<file path="config.mk">
export PLATFORM = sky130hd
export DESIGN_NAME = sram_token_arbiter
export DESIGN_NICKNAME = d
export VERILOG_FILES = /design/src/rtl/audio_mem_pkg.sv /design/src/rtl/sram_arb_next_client.sv /design/src/rtl/sram_token_arbiter.sv
export SDC_FILE = /design/constraint.sdc
export NUM_CORES = 1
export LEC_CHECK = 0
export ABC_AREA = 1
export ABC_CLOCK_PERIOD_IN_PS = 2050
export CAP_MARGIN = 20
export CORE_MARGIN = 5
export CORE_UTILIZATION = 30
export DETAILED_ROUTE_END_ITERATION = 10
export PLACE_DENSITY = 0.76
export SLEW_MARGIN = 20
export SYNTH_ARGS = -nofsm -noshare
export SYNTH_HDL_FRONTEND = slang
export SYNTH_HIERARCHICAL = 1
export SYNTH_SLANG_ARGS = --single-unit
export TNS_END_PERCENT = 10
</file>
<file path="constraint.sdc">
create_clock -name i_AUD_BCLK -period 2.05 [get_ports i_AUD_BCLK]
set_input_delay 0.41 -clock i_AUD_BCLK [delete_from_list [all_inputs] [get_ports i_AUD_BCLK]]
set_output_delay 0.41 -clock i_AUD_BCLK [all_outputs]
set_load 0.02 [all_outputs]
</file>
<file path="src/rtl/audio_mem_pkg.sv">
// Shared types and client indices for the audio effect chain's SRAM access path.
package audio_mem_pkg;

  typedef enum logic [1:0] {
    IDLE  = 2'd0,
    GRANT = 2'd1,
    TURN  = 2'd2
  } arb_state_t;

  localparam int unsigned CLI_DELAY = 0;
  localparam int unsigned CLI_LOOP  = 1;

endpackage

</file>
<file path="src/rtl/sram_arb_next_client.sv">
// Priority finder: lowest set bit of mask at or above index lo (lo = previous owner + 1).
module sram_arb_next_client #(
  parameter int unsigned N_CLIENTS = 2,
  parameter int unsigned IDX_W     = $clog2(N_CLIENTS)
) (
  input  logic [N_CLIENTS-1:0] mask,
  input  logic [IDX_W:0]       lo,
  output logic [IDX_W-1:0]     idx_c,
  output logic                 found_c
);

  // Scanning downward leaves the lowest qualifying index as the final winner.
  always_comb begin
    found_c = 1'b0;
    idx_c   = '0;
    for (int k = N_CLIENTS - 1; k >= 0; k--) begin
      if (mask[k] && (k >= int'(lo))) begin
        found_c = 1'b1;
        idx_c   = IDX_W'(k);
      end
    end
  end

endmodule

</file>
<file path="src/rtl/sram_token_arbiter.sv">
// Hands the single external SRAM port to N clients in chain order once per sample,
// with a released-bus turnaround cycle after every tenure and sticky error reporting.
module sram_token_arbiter
  import audio_mem_pkg::*;
#(
  parameter int unsigned N_CLIENTS = 2,
  parameter int unsigned ADDR_W    = 20,
  parameter int unsigned DATA_W    = 16,
  parameter int unsigned TIMEOUT   = 64
) (
  input  logic                          i_AUD_BCLK,
  input  logic                          i_rst_n,
  input  logic                          i_start,
  input  logic [N_CLIENTS-1:0]          i_client_en,
  input  logic [N_CLIENTS*ADDR_W-1:0]   i_client_addr,
  input  logic [N_CLIENTS*DATA_W-1:0]   i_client_wdata,
  input  logic [N_CLIENTS-1:0]          i_client_we_n,
  input  logic [N_CLIENTS-1:0]          i_client_done,
  input  logic                          i_clr_err,
  output logic [N_CLIENTS-1:0]          o_grant,
  output logic [ADDR_W-1:0]             o_SRAM_ADDR,
  output logic                          o_SRAM_WE_N,
  output logic [DATA_W-1:0]             o_sram_wdata,
  output logic                          o_sram_drive,
  output logic                          o_busy,
  output logic                          o_timeout_err,
  output logic [$clog2(N_CLIENTS)-1:0]  o_err_client,
  output logic                          o_overrun
);

  localparam int unsigned IDX_W = $clog2(N_CLIENTS);
  localparam int unsigned CNT_W = $clog2(TIMEOUT);
  localparam logic [CNT_W-1:0] CNT_LAST = CNT_W'(TIMEOUT - 1);

  arb_state_t           state;
  logic [IDX_W-1:0]     cur;
  logic [N_CLIENTS-1:0] mask_r;
  logic [N_CLIENTS-1:0] grant_r;
  logic [CNT_W-1:0]     cnt;
  logic                 busy_r;
  logic                 terr_r;
  logic                 ovr_r;
  logic [IDX_W-1:0]     err_client_r;

  logic [N_CLIENTS-1:0] search_mask_c;
  logic [IDX_W:0]       search_lo_c;
  logic [IDX_W-1:0]     next_idx_c;
  logic                 next_found_c;

  logic [ADDR_W-1:0]    addr_sel_c;
  logic [DATA_W-1:0]    wdata_sel_c;
  logic                 we_n_sel_c;
  logic                 done_sel_c;
  logic                 owning_c;
  logic                 at_limit_c;
  logic                 tenure_end_c;
  logic                 timeout_hit_c;

  // First grant searches the live enables from index 0; TURN searches the latched mask above cur.
  assign search_mask_c = (state == IDLE) ? i_client_en : mask_r;
  assign search_lo_c   = (state == IDLE) ? '0 : ({1'b0, cur} + (IDX_W + 1)'(1));

  sram_arb_next_client #(
    .N_CLIENTS (N_CLIENTS),
    .IDX_W     (IDX_W)
  ) u_next_client (
    .mask    (search_mask_c),
    .lo      (search_lo_c),
    .idx_c   (next_idx_c),
    .found_c (next_found_c)
  );

  // Select the current owner's request lines.
  always_comb begin
    addr_sel_c  = '0;
    wdata_sel_c = '0;
    we_n_sel_c  = 1'b1;
    done_sel_c  = 1'b0;
    for (int k = 0; k < N_CLIENTS; k++) begin
      if (cur == IDX_W'(k)) begin
        addr_sel_c  = i_client_addr[k*ADDR_W +: ADDR_W];
        wdata_sel_c = i_client_wdata[k*DATA_W +: DATA_W];
        we_n_sel_c  = i_client_we_n[k];
        done_sel_c  = i_client_done[k];
      end
    end
  end

  assign owning_c      = (state == GRANT);
  assign at_limit_c    = (cnt == CNT_LAST);
  assign tenure_end_c  = owning_c && (done_sel_c || at_limit_c);
  assign timeout_hit_c = owning_c && at_limit_c && !done_sel_c;

  // Bus outputs follow the owner directly; they fall to idle values with the state flop on reset.
  assign o_SRAM_ADDR   = owning_c ? addr_sel_c  : '0;
  assign o_sram_wdata  = owning_c ? wdata_sel_c : '0;
  assign o_SRAM_WE_N   = owning_c ? we_n_sel_c  : 1'b1;
  assign o_sram_drive  = owning_c && !we_n_sel_c;

  assign o_grant       = grant_r;
  assign o_busy        = busy_r;
  assign o_timeout_err = terr_r;
  assign o_err_client  = err_client_r;
  assign o_overrun     = ovr_r;

  always_ff @(posedge i_AUD_BCLK or negedge i_rst_n) begin
    if (!i_rst_n) begin
      state        <= IDLE;
      cur          <= '0;
      mask_r       <= '0;
      grant_r      <= '0;
      cnt          <= '0;
      busy_r       <= 1'b0;
      terr_r       <= 1'b0;
      ovr_r        <= 1'b0;
      err_client_r <= '0;
    end else begin
      case (state)
        IDLE: begin
          if (i_start) begin
            mask_r <= i_client_en;
            if (next_found_c) begin
              state   <= GRANT;
              cur     <= next_idx_c;
              cnt     <= '0;
              grant_r <= N_CLIENTS'(1) << next_idx_c;
              busy_r  <= 1'b1;
            end
          end
        end
        GRANT: begin
          if (tenure_end_c) begin
            state   <= TURN;
            grant_r <= '0;
          end else if (cnt != '1) begin
            cnt <= cnt + CNT_W'(1);
          end
        end
        TURN: begin
          if (next_found_c) begin
            state   <= GRANT;
            cur     <= next_idx_c;
            cnt     <= '0;
            grant_r <= N_CLIENTS'(1) << next_idx_c;
          end else begin
            state  <= IDLE;
            busy_r <= 1'b0;
          end
        end
        default: begin
          state   <= IDLE;
          grant_r <= '0;
          busy_r  <= 1'b0;
        end
      endcase

      // A new error in the same cycle as a clear keeps the flag set.
      if (timeout_hit_c) begin
        terr_r       <= 1'b1;
        err_client_r <= cur;
      end else if (i_clr_err) begin
        terr_r <= 1'b0;
      end

      if (i_start && (state != IDLE)) begin
        ovr_r <= 1'b1;
      end else if (i_clr_err) begin
        ovr_r <= 1'b0;
      end
    end
  end

endmodule
</file>
==> results.py, run 1 <==
metrics = {
    "final_layout": {
        "num-nets-final": 455,
        "post_route_cells_drive_above_1_share_pct": 18.1,
        "area_growth_syn_to_layout_pct": 89.1,
        "num_antenna_cells": 0,
        "finalCoreUtilization_pct": 58.4,
        "layout_common_cells": "sky130_fd_sc_hd__nand2_1, sky130_fd_sc_hd__clkdlybuf4s50_1, sky130_fd_sc_hd__a21oi_2",
        "mostFrequentLayoutCell": "sky130_fd_sc_hd__nand2_1",
    },
    "yosys": {
        "yosys_register_bits": 17,
        "synth.net_count": 322,
        "synth-adder-area-share_pct": 0.793,
        "synth_compound_area_share_pct": 25.1,
        "ys.warnings.count": 6,
        "mappedNetlistArea_sq_um": 1580,
        "muxShareOfSynthArea_pct": 0,
        "syn_area_per_cell_sq_um": 6.60,
        "seq_area_frac_synth_pct": 27.0,
        "yosys-top-cells-area": "sky130_fd_sc_hd__dfrtp_1, sky130_fd_sc_hd__nand2_1, sky130_fd_sc_hd__a21oi_2, sky130_fd_sc_hd__inv_1, sky130_fd_sc_hd__nand3_1",
        "synth.largest_area_cell": "sky130_fd_sc_hd__dfrtp_1",
        "synth_top_cell_area_share_pct": 27.0,
        "synth_top_family_by_area": "simple AND/OR/NAND/NOR gates",
        "synthDistinctLibCells": 28,
        "post_synth_inst_count": 239,
        "simple_gate_area_share_of_the_yosys_netlist_pct": 36.0,
        "synth_xor_area_share_pct": 0.555,
    },
    "power_and_ir_drop": {
        "worst_supply_voltage_drop_on_vdd_mv": 0.955,
        "pwr-share-seq_pct": 15.3,
        "power_frac_clock_pct": 7.9,
        "power_report.internal_total_uw": 1610,
        "pwr-share-comb_pct": 76.7,
        "total_power_uw": 3270,
        "p_sw_uw": 1660,
        "switching_share_pct": 50.6,
        "leakage_component_of_the_power_uw": 0.00140,
        "p_per_area_nw_per_um2": 1100,
    },
    "worst_hold_path": {
        "min-delay-path-class": "in2async",
    },
    "drt": {
        "drt_pass1_iterations": 4,
        "routed_wire_length_per_instance_microns": 13.7,
        "drc": 0,
        "ant_nets": 0,
        "detail_route.iter0.violations": 36,
        "dr_total_vias": 1991,
        "detail_route.vias_per_cell": 4.51,
        "totalWireLength_mm": 6.05,
    },
    "run": {
        "drv_cap": 0,
    },
    "critical_path": {
        "crit_path_max_fanout": 18,
        "critical-path-max-stage-delay_ps": 340,
        "critPathKind": "reg2out",
        "timing.critical_path.arrival_ps": 1560,
        "worst-path-buf-inv": 3,
        "critical_path_endpoint_category": "primary output",
        "crit_path_start_kind": "flop",
        "cp_data_required_time_ps": 1640,
        "worst_path_max_delay_cell": "sky130_fd_sc_hd__dfrtp_1",
        "critical-path-top-delay-family": "buffers and inverters",
        "critical_path_cell_by_cell": "buf_4 -> buf_4 -> nand2_1 -> a21oi_2 -> clkdlybuf4s15_1",
        "critical-path-top-cell-by-count": "sky130_fd_sc_hd__buf_4",
    },
    "die": {
        "design.core.area_sq_um": 5110,
        "number_of_placement_rows": 26,
        "start_util_pct": 30.9,
        "die_y_microns": 82.5,
        "floorplan.die.width_microns": 82.5,
        "die_area_sq_um": 6810,
        "ios": 126,
    },
    "placed_design": {
        "port-buffer-count": 125,
        "place.detailed.hpwl_mm": 4.82,
        "gp_routability_congestion": 0.799,
    },
    "cts": {
        "cts_max_level": 1,
        "cts_hold_buf": 0,
        "cts_num_sinks": 17,
        "cts_inserted_buffers": 3,
        "path_clk_slew_ps": 70,
        "worst_skew_pair.late_latency_ps": 260,
        "cts_root_buf": "sky130_fd_sc_hd__clkbuf_8",
        "tritoncts": "yes",
        "cts.path.max_buffers": 2,
    },
    "sta": {
        "final_hold_viol_count": 0,
        "worst_slew_pin_slew_ps": 247,
        "final.setup_skew_ps": 2.95,
        "setup_violations": 0,
        "period_utilization_post_route_pct": 96.2,
        "rsz0062_at_grt": "yes",
        "period_minus_slack_ps": 1970,
        "drv_slew": 0,
        "timing.max_slew.rel_slack_pct": 83.6,
        "peak_clock_frequency_supported_by_timing_mhz": 507,
    },
    "global_routing": {
        "grt_start_max_net_pins": 28,
        "globalRouteOverflowTotal": 0,
        "antenna_violations_before_repair": 0,
        "grt_first_pass_wirelength_mm": 8.77,
        "grt_use_total_pct": 16.6,
        "grt_pass1_vias": 1860,
    },
    "outcome": {
        "outcome": "completed",
    },
}
[cell families after synthesis]
kind of cell / after synthesis
xor+xnor: 1
simple gates: 137
compound gates: 52
flops: 17
fa+ha+maj: 1
buf+inv: 31
[metrics by stage]
| step | TNS, ps | cells | hold WS (ps) | setup WS [ps] | cell area (sq um) |
|---|---|---|---|---|---|
| after floorplan | 0 | 239 | 114 | 155 | 1580 |
| after global placement | -1080 | 436 | 457 | -138 | 2980 |
| after detailed placement | -1520 | 436 | 463 | -126 | 2980 |
| after CTS | 0 | 440 | 469 | 38.5 | 2980 |
| after global routing | -20.0 | 441 | 482 | -13.0 | 2980 |
| final | 0 | 441 | 461 | 77.8 | 2980 |
[per-layer routing]
layer | GRT usage (%) | wire (microns)
met1 | 19.2 | 2450
met2 | 30.4 | 2880
met3 | 3.15 | 643
met4 | 5.72 | 71
met5 | 0 | 0
[registers in the layout (all words and copies together) (netlist names)]
register	count
cnt	6
mask_r	2
o_grant	2
state	2
cur	1
o_busy	1
o_err_client	1
o_overrun	1
o_timeout_err	1
[Yosys cell counts, drive strengths merged]
cell type	instances
nand2	112
a21oi	39
inv	18
dfrtp	17
nor2	13
nand3	11
o21ai	10
buf	8
clkbuf	5
a22oi	1
a32o	1
ha	1
o22ai	1
or2	1
xor2	1
[power by group through the flow]
stage | registers [uW] | clock network, uW | logic, uW
after floorplan | 546 | 0 | 1510
after global placement | 501 | 0 | 2630
after detailed placement | 507 | 0 | 2670
after CTS | 502 | 264 | 2500
after global routing | 517 | 281 | 2720
final | 501 | 259 | 2510
[layout make-up]
cell class                      count  area [sq um]
Timing Repair Buffer              141          1370
Fill cell                         500          2120
Tap cell                           70          87.6
Clock buffer                        3          41.3
Clock inverter                      1          5.00
Sequential cell                    17           425
Multi-Input combinational cell    191           988
Inverter                           18          67.6
[final timing paths]
| path | from | slack (ps) | endpoint | cells after the start |
|---|---|---|---|---|
| setup / recovery | cur$_DFFE_PN0P_ | 80 | o_sram_wdata[10] | 5 |
| hold / removal | i_rst_n | 460 | o_grant[0]$_DFFE_PN0P_ | 2 |
| setup reg to reg | state[1]$_DFFE_PN0P_ | 200 | o_grant[0]$_DFFE_PN0P_ | 11 |
| hold reg to reg | o_grant[1]$_DFFE_PN0P_ | 480 | o_grant[1]$_DFFE_PN0P_ | 2 |
| max in group asynchronous | i_rst_n | 1400 | o_overrun$_DFFE_PN0P_ | 2 |
| min in group i_AUD_BCLK | o_grant[1]$_DFFE_PN0P_ | 480 | o_grant[1]$_DFFE_PN0P_ | 2 |
[what timing repair did]
| action | 4_1_cts | 5_1_grt |
|---|---|---|
| setup buffers | 0 | 1 |
| setup endpoints to repair | 38 | 26 |
| resized for setup | 38 | 22 |
| pin swaps | 0 | 1 |
Note: power is estimated with default switching activity, not from simulation.
==> run 2, diff against run 1 <==
Settings changed: CTS_CLUSTER_SIZE set to 16, TNS_END_PERCENT 10 to unset.
==> run 2 against run 1 <==
Effect of this change: register-to-register slack about the same; via count up 0.30%; total power decreased by 0.15%; final cell count did not move; critical path depth unchanged; core utilization decreased by 0.098 points; wire length decreased by 0.13%; maximum frequency increased by 1.2%.
==> results.py, run 2 (synthesis gave the netlist of run 1 again) <==
metrics = {
    "sta": {
        "period_utilization_post_route_pct": 95.1,
        "worst_slew_pin_slew_ps": 247,
        "period_minus_slack_ps": 1950,
        "final.setup_skew_ps": 3.22,
        "timing.final.ws_setup_ps": 100,
        "final_hold_viol_count": 0,
        "setup_violations": 0,
        "timing.max_slew.rel_slack_pct": 83.6,
        "rsz0062_at_grt": "no",
        "timing.setup.tns_ps": 0,
        "peak_clock_frequency_supported_by_timing_mhz": 513,
        "drv_slew": 0,
    },
    "critical_path": {
        "timing.critical_path.from": "state[1]$_DFFE_PN0P_",
        "reg2reg_from": "state[1]$_DFFE_PN0P_",
        "critical_path_endpoint_category": "primary output",
        "crit_end": "o_sram_wdata[15]",
        "crit_path_start_kind": "flop",
        "cp_data_required_time_ps": 1640,
        "worst_path_max_delay_cell": "sky130_fd_sc_hd__dfrtp_1",
        "rr_worst_depth": 11,
        "crit_path_max_fanout": 25,
        "worst-path-stages": 5,
        "critical-path-max-stage-delay_ps": 410,
        "critical_path_cell_by_cell": "nor2_4 -> inv_2 -> buf_12 -> a21oi_1 -> clkdlybuf4s15_1",
        "critPathKind": "reg2out",
        "worst-path-buf-inv": 3,
        "worst_r2r_endpoint": "o_grant[0]$_DFFE_PN0P_",
        "critical-path-top-delay-family": "buffers and inverters",
        "worst-r2r-setup-slack_ps": 200,
        "timing.critical_path.arrival_ps": 1540,
    },
    "die": {
        "die_y_microns": 82.5,
        "die_area_sq_um": 6810,
        "design.core.area_sq_um": 5110,
        "floorplan.die.width_microns": 82.5,
        "ios": 126,
        "number_of_placement_rows": 26,
        "start_util_pct": 30.9,
    },
    "drt": {
        "detail_route.iter0.violations": 38,
        "ant_nets": 0,
        "detail_route.vias_per_cell": 4.53,
        "drt_pass1_iterations": 4,
        "dr_total_vias": 1997,
        "drc": 0,
        "routed_wire_length_per_instance_microns": 13.7,
        "totalWireLength_mm": 6.04,
    },
    "placed_design": {
        "placed_insts": 436,
        "dp_slack_ps": -126,
        "place.detailed.hpwl_mm": 4.82,
        "gp_routability_congestion": 0.799,
        "placement.cell_area_sq_um": 2980,
        "port-buffer-count": 125,
    },
    "final_layout": {
        "layoutNonFillerInstCount": 441,
        "mostFrequentLayoutCell": "sky130_fd_sc_hd__nand2_1",
        "number_of_flip_flops_in_the_largest_register": 6,
        "fin_area_sq_um": 2980,
        "num-nets-final": 455,
        "register_containing_the_most_flip_flops_in_the_final_layout": "cnt",
        "fillCellCount": 501,
        "layout_common_cells": "sky130_fd_sc_hd__nand2_1, sky130_fd_sc_hd__clkdlybuf4s50_1, sky130_fd_sc_hd__a21oi_2, sky130_fd_sc_hd__dlygate4sd2_1, sky130_fd_sc_hd__dfrtp_1",
        "area_growth_syn_to_layout_pct": 88.7,
        "post_route_cells_drive_above_1_share_pct": 18.1,
        "num_antenna_cells": 0,
    },
    "power_and_ir_drop": {
        "worst_supply_voltage_drop_on_vdd_mv": 0.955,
        "total_power_uw": 3260,
        "p_per_area_nw_per_um2": 1100,
        "leakage_component_of_the_power_uw": 0.00142,
    },
    "global_routing": {
        "globalRouteOverflowTotal": 0,
        "grt_use_total_pct": 16.6,
        "antenna_violations_before_repair": 0,
        "grt_pass1_vias": 1860,
        "grt_start_max_net_pins": 28,
        "grt_first_pass_wirelength_mm": 8.77,
    },
    "cts": {
        "cts_num_sinks": 17,
        "cts_root_buf": "sky130_fd_sc_hd__clkbuf_8",
        "cts_inserted_buffers": 3,
        "worst_skew_pair.late_latency_ps": 260,
        "path_clk_slew_ps": 70,
        "cts.path.max_buffers": 2,
        "cts_max_level": 1,
        "tritoncts": "yes",
    },
    "worst_hold_path": {
        "min-delay-path-class": "in2async",
    },
    "outcome": {
        "outcome": "completed",
    },
    "run": {
        "drv_cap": 0,
    },
}
run 2: final cells by class:
class	instances	area [sq um]	share of cell area [%]
timing repair buffer	141	1360	45.8
multi-input combinational	191	988	33.2
sequential	17	425	14.3
tap	70	87.6	2.94
inverter	18	67.6	2.27
clock buffer	3	41.3	1.39
clock inverter	1	5.00	0.168
run 2: where the power goes:
group	internal (uW)	switching, uW	leakage (uW)
clock	136	124	0.0000255
combinational	1040	1460	0.00117
sequential	434	68.6	0.000223
run 2: through the flow:
step,hold WS (ps),util (%)
finish,460,58.3
global route,482,58.3
detailed placement,463,58.4
floorplan,114,-
CTS,469,58.3
global placement,457,58.4
run 2: worst min-delay path by stage:
stage,startpoint,to
2_1_floorplan,i_rst_n,cnt[0]$_DFFE_PN0P_
3_3_place_gp,o_err_client$_DFFE_PN0P_,o_err_client$_DFFE_PN0P_
3_5_place_dp,o_grant[1]$_DFFE_PN0P_,o_grant[1]$_DFFE_PN0P_
4_1_cts,i_rst_n,o_grant[0]$_DFFE_PN0P_
5_1_grt,i_rst_n,o_grant[0]$_DFFE_PN0P_
6_report,i_rst_n,o_grant[0]$_DFFE_PN0P_
run 2: per-layer routing:
layer  up-vias  global-route usage [%]  share of wire, %
li1       1022                       -                 -
met1       891                    19.2                41
met2        79                    30.4                47
met3         5                    3.15                11
met4         0                    5.72               1.2
met5         -                       0                 0
run 2: timing repair:
action | 4_1_cts | 5_1_grt
buffers inserted | 0 | 1
hold buffers | 0 | 0
gates cloned | 0 | 0
setup endpoints to repair | 38 | 26
pin swaps | 0 | 1
resized for setup | 38 | 16
run 2: worst register-to-register path, cell delays in order (launching register included):
cell and delay [ps]:
sky130_fd_sc_hd__dfrtp_1 410, sky130_fd_sc_hd__buf_4 160, sky130_fd_sc_hd__nor2_4 160, sky130_fd_sc_hd__inv_2 100
sky130_fd_sc_hd__o21ai_1 180, sky130_fd_sc_hd__nand2_1 70, sky130_fd_sc_hd__nand2_1 80, sky130_fd_sc_hd__inv_1 80
sky130_fd_sc_hd__nor2_2 130, sky130_fd_sc_hd__o21ai_4 90, sky130_fd_sc_hd__or2_2 270, sky130_fd_sc_hd__nand2_1 70
